File: config.mk
export PLATFORM = sky130hd
export DESIGN_NAME = fdiv_mul
export DESIGN_NICKNAME = d
export VERILOG_FILES = /design/src/rtl/fdiv_mul.sv
export SDC_FILE = /design/constraint.sdc
export NUM_CORES = 2
export LEC_CHECK = 0
export BUFFER_PORTS_ARGS = -buffer_cell sky130_fd_sc_hd__buf_2
export CORE_ASPECT_RATIO = 0.5
export CORE_MARGIN = 2
export CORE_UTILIZATION = 45
export CTS_BUF_LIST = sky130_fd_sc_hd__clkbuf_4 sky130_fd_sc_hd__clkbuf_8
export DETAILED_ROUTE_END_ITERATION = 6
export PLACE_DENSITY = 0.74
export SETUP_SLACK_MARGIN = 0.05
export SYNTH_ARGS = -nofsm -noshare
export SYNTH_HDL_FRONTEND = slang
export SYNTH_SLANG_ARGS = --single-unit
File: constraint.sdc
create_clock -name clk -period 20 [get_ports clk]
set_clock_uncertainty 0.15 [all_clocks]
set_input_delay 1 -clock clk [delete_from_list [all_inputs] [get_ports clk]]
set_output_delay 1 -clock clk [all_outputs]
set_load 0.02 [all_outputs]
File: src/rtl/fdiv_mul.sv
`timescale 1ns/1ps
// fdiv_mul: divider completion stage; aligns the dividend with the
// returning reciprocal and forms z = x * (1/y) with truncation.
module fdiv_mul #(
  parameter int FINV_LAT = 3
) (
  input  logic        clk,
  input  logic        rst,
  input  logic        in_valid,
  input  logic [31:0] x,
  input  logic [31:0] y,
  output logic [31:0] recip_x,
  input  logic [31:0] recip_y,
  output logic        out_valid,
  output logic [31:0] z
);

  typedef struct packed {
    logic        s;
    logic [7:0]  e;
    logic [22:0] m;
    logic        xz;
    logic        xi;
    logic        yz;
    logic        yi;
  } dl_t;

  dl_t                din;
  dl_t                dl_q [FINV_LAT];
  logic [FINV_LAT-1:0] dlv_q;
  logic [FINV_LAT-1:0] dlv_d;
  dl_t                al;
  logic               alv;

  logic               m1v_q;
  logic               m1_s_d, m1_s_q;
  logic signed [9:0]  m1_e_d, m1_e_q;
  logic [47:0]        m1_p_d, m1_p_q;
  logic [3:0]         m1_f_d, m1_f_q;

  logic               m2v_q;
  logic               m2_s_q;
  logic signed [9:0]  m2_e_d, m2_e_q;
  logic [22:0]        m2_m_d, m2_m_q;
  logic [3:0]         m2_f_q;

  logic               ov_q;
  logic [31:0]        z_d, z_q;

  assign recip_x = y;

  always_comb begin
    din.s  = x[31];
    din.e  = x[30:23];
    din.m  = x[22:0];
    din.xz = (x[30:23] == 8'h00);
    din.xi = (x[30:23] == 8'hFF);
    din.yz = (y[30:23] == 8'h00);
    din.yi = (y[30:23] == 8'hFF);
  end

  always_comb begin
    dlv_d    = '0;
    dlv_d[0] = in_valid;
    for (int i = 1; i < FINV_LAT; i++) begin
      dlv_d[i] = dlv_q[i-1];
    end
  end

  always_ff @(posedge clk) begin
    dl_q[0] <= din;
    for (int i = 1; i < FINV_LAT; i++) begin
      dl_q[i] <= dl_q[i-1];
    end
  end

  assign al  = dl_q[FINV_LAT-1];
  assign alv = dlv_q[FINV_LAT-1];

  // M1: sign, biased exponent sum and full 24x24 product
  always_comb begin
    m1_s_d = al.s ^ recip_y[31];
    m1_e_d = $signed({2'b00, al.e})
           + $signed({2'b00, recip_y[30:23]})
           - 10'sd127;
    m1_p_d = {24'd0, 1'b1, al.m}
           * {24'd0, 1'b1, recip_y[22:0]};
    m1_f_d = {al.xi, al.yz, al.xz, al.yi};
  end

  always_comb begin
    if (m1_p_q[47]) begin
      m2_m_d = m1_p_q[46:24];
      m2_e_d = m1_e_q + 10'sd1;
    end else begin
      m2_m_d = m1_p_q[45:23];
      m2_e_d = m1_e_q;
    end
  end

  always_ff @(posedge clk) begin
    m1_s_q <= m1_s_d;
    m1_e_q <= m1_e_d;
    m1_p_q <= m1_p_d;
    m1_f_q <= m1_f_d;
    m2_s_q <= m1_s_q;
    m2_e_q <= m2_e_d;
    m2_m_q <= m2_m_d;
    m2_f_q <= m1_f_q;
  end

  // infinity class wins over zero class, then range limits
  always_comb begin
    z_d = z_q;
    if (m2v_q) begin
      if (m2_f_q[3] | m2_f_q[2]) begin
        z_d = {m2_s_q, 8'hFF, 23'd0};
      end else if (m2_f_q[1] | m2_f_q[0]) begin
        z_d = {m2_s_q, 31'd0};
      end else if (m2_e_q >= 10'sd255) begin
        z_d = {m2_s_q, 8'hFF, 23'd0};
      end else if (m2_e_q <= 10'sd0) begin
        z_d = {m2_s_q, 31'd0};
      end else begin
        z_d = {m2_s_q, m2_e_q[7:0], m2_m_q};
      end
    end
  end

  always_ff @(posedge clk or posedge rst) begin
    if (rst) begin
      dlv_q <= '0;
      m1v_q <= 1'b0;
      m2v_q <= 1'b0;
      ov_q  <= 1'b0;
      z_q   <= '0;
    end else begin
      dlv_q <= dlv_d;
      m1v_q <= alv;
      m2v_q <= m1v_q;
      ov_q  <= m2v_q;
      z_q   <= z_d;
    end
  end

  assign out_valid = ov_q;
  assign z         = z_q;

endmodule

==> results.json <==
{
  "status": "finished, final reports clean",
  "start_kind": "flop",
  "slowest_delay_ns": 1.03,
  "synth_flop_cell": "dfxtp_1",
  "reg2reg_from": "dl_q[0][88]",
  "synth-edff-count": 0,
  "cts-htree-levels": 1,
  "netlist_instances": 2517,
  "critPathKind": "reg -> reg",
  "port_buffers": 115,
  "fin_tns_setup_ns": 0,
  "synth_top_cell_area_share": 0.396,
  "num_vias": 16600,
  "relSlewSlack": 0.246,
  "grt.total_usage": 0.218,
  "num_rows": 60,
  "grt_overflow_total": 0,
  "worstHoldStart": "dl_q[0][17]",
  "end_kind": "flop",
  "die_y_um": 169,
  "clkSinkCount": 224,
  "ant_nets": 0,
  "maxCapViolCount": 0,
  "path_delay_family": "adder cells",
  "cp_slowest_cell": "dfxtp_1",
  "initial_core_util": 0.454,
  "antenna_found_initial": 1,
  "synth_fa_ha_area_frac": 0.491,
  "synthTopCellsByArea": "fa_1 40%, dfxtp_1 15%, ha_1 9.5%, inv_1 9.3%, and2_1 6.2%",
  "cts_buffers": 31,
  "worst_pin_slew_ns": 1.10,
  "critPathArrivalTime_ns": 8.27,
  "synth_nets": 3283,
  "avgSynthCellArea_um2": 9.69,
  "cts_setup_buffers": 0,
  "routed_wl_mm": 57.9,
  "synth.area.mux_share": 0.0115,
  "dieArea_um2": 56200,
  "cts_buffer_depth": 3,
  "ys_ff_latch": 224,
  "core_area_um2": 53700,
  "cp-startpoint": "dl_q[0][88]",
  "cts_resized": 0,
  "place_congestion": 0.957,
  "drt-initial-drc-count": 965,
  "crit_fanout": 24,
  "nets": 3322,
  "syn_to_final_growth_pct": 7.04,
  "insertion_delay_ns": 0.66,
  "hold_depth": 0,
  "finalCritPeriodShare": 0.394,
  "rsz0062_at_grt": "false",
  "drive_gt1_frac": 0.0895,
  "reg2regPathDepth": 25,
  "synth_top_family_by_area": "adder cells",
  "finalMaxSlewViolations": 0,
  "synth_area_leader_cell": "fa_1",
  "path_depth": 25,
  "cp.required_ns": 20.39,
  "yosys.area_share.simple": 0.134,
  "cts-hold-fix-buffers": 0,
  "multi_input_area_um2": 16800,
  "cts_tree": "done",
  "root_buffer": "clkbuf_8",
  "drc": 0,
  "setup_viol": 0,
  "finalCriticalPeriod_ns": 7.88,
  "fillerInstances": 4861,
  "post_drt_wl_per_cell_um": 17.6,
  "grt_pass1_vias": 18300,
  "synthXorXnorAreaFrac": 0.0162,
  "synthArstFlopShare": 0.170,
  "hold_class": "reg -> reg",
  "synth_area_um2": 24400,
  "hold_viol": 0,
  "dr.pass1.iters": 5,
  "ys_seq_area_frac": 0.192,
  "yosys_warnings": 0,
  "ios": 164,
  "fmax_mhz": 127,
  "synth_cell_types": 53,
  "grt_max_degree": 39,
  "die_w_um": 333,
  "seq_area_um2": 4670,
  "dpl.hpwl_mm": 45.1,
  "clk_pin_slew_ns": 0.07,
  "crit_buf_inv": 7,
  "vias_per_cell": 5.04,
  "grt_pass1_wl_mm": 95.6,
  "synth_compound_area_frac": 0.0369
}
==> synth_stat cells, types with 8 or more instances <==
| cell type | number |
|---|---|
| o21ai_0 | 44 |
| nor2_1 | 66 |
| dfxtp_1 | 186 |
| nand3_1 | 8 |
| nand4_1 | 18 |
| clkbuf_1 | 101 |
| a21oi_1 | 44 |
| mux2_2 | 25 |
| xor2_1 | 17 |
| ha_1 | 185 |
| xnor2_1 | 28 |
| inv_1 | 606 |
| a21o_1 | 12 |
| nand2_1 | 308 |
| fa_1 | 482 |
| and2_1 | 241 |
| buf_4 | 33 |
| dfrtp_1 | 38 |
==> cells in the final DEF, fill, tap and decap left out, types with 3 or more instances in the layout <==
cell type,count
a21o_1,12
buf_2,115
clkbuf_8,32
fa_1,482
nor4_1,4
a21oi_1,44
clkinv_2,3
xnor2_1,28
ha_1,185
nand4_1,18
or4_1,4
a2111oi_0,3
buf_4,26
a31oi_1,4
dfxtp_1,186
xor2_1,17
and3_1,7
o21ai_0,44
nor2_1,66
o21bai_1,7
clkbuf_4,18
nand3_1,8
nand2_1,308
mux2_2,25
dfrtp_1,38
a211oi_1,6
and2_1,241
nor3_1,5
inv_1,606
==> sequential cells by signal (all words and copies together), names as in the netlist <==
signal,count
dl_q,108
z,32
m1_p_q,25
m2_m_q,23
m1_e_q,10
m2_e_q,10
m1_f_q,4
m2_f_q,4
dlv_q,3
m1_s_q,1
m1v_q,1
m2_s_q,1
m2v_q,1
out_valid,1
==> routing by layer <==
layer  vias to the layer above  global-route usage  share of wire
li1                       7416                   -              -
met1                      8445               0.260           0.39
met2                       596               0.381           0.49
met3                       165              0.0453          0.070
met4                         0              0.0976          0.051
met5                         -                   0              0
==> metrics by stage <==
step	hold WS (ns)	worst slack, ns	utilization	instance area, um2	instances
5_1_grt	0.177	11.64	0.486	26100	3295
3_5_place_dp	0.162	11.62	0.474	25400	3236
2_1_floorplan	0.160	12.60	-	24400	2517
3_3_place_gp	0.159	11.71	0.474	25400	3236
4_1_cts	0.152	12.20	0.486	26100	3294
6_report	0.142	12.12	0.486	26100	3295
==> cell type report <==
class / instances / area share
clock buffer: 50 / 0.0220
tap: 713 / 0.0342
antenna: 1 / 0.0000958
timing repair buffer: 141 / 0.0295
clock inverter: 8 / 0.00388
sequential: 224 / 0.179
multi-input combinational: 1550 / 0.644
inverter: 608 / 0.0874
==> worst register-to-register path, cell delays in order, from the launching register on <==
cell and delay [ns]:
dfxtp_1 1.03, nand2_1 0.18, fa_1 0.56, inv_1 0.05, fa_1 0.49, inv_1 0.06, fa_1 0.53, inv_1 0.05
fa_1 0.50, inv_1 0.05, fa_1 0.53, inv_1 0.05, fa_1 0.50, inv_1 0.06, fa_1 0.48, inv_1 0.05
ha_1 0.34, nand3_1 0.12, nor2_1 0.11, o21ai_0 0.13, o221ai_2 0.32, a21boi_1 0.22, o311ai_1 0.68, a41o_1 0.31
a21oi_1 0.10, xnor2_1 0.13
==> path summary, 6_finish.rpt <==
| kind | end | slack, ns |
|---|---|---|
| worst max-delay path | m1_p_q[47] | 12.12 |
| worst min-delay path | dl_q[0][53] | 0.14 |
| worst max register to register | m1_p_q[47] | 12.12 |
| worst min register to register | dl_q[0][53] | 0.14 |
| max in group asynchronous | z[27] | 19.02 |
| min in group asynchronous | z[12] | 0.30 |
==> kinds of logic (layout without fill, tap and decap cells) <==
group,count (synthesis),after routing
AOI/OAI and AO/OA,142,142
xor gates and xnor gates,45,45
adders and majority gates,667,667
buffers and inverters,743,807
DFF,224,224
muxes,25,25
other,0,1
and+or+nand+nor,671,671
Power is not shown: default switching activity piles up to over one toggle a cycle in this logic, so the estimate is an artifact.
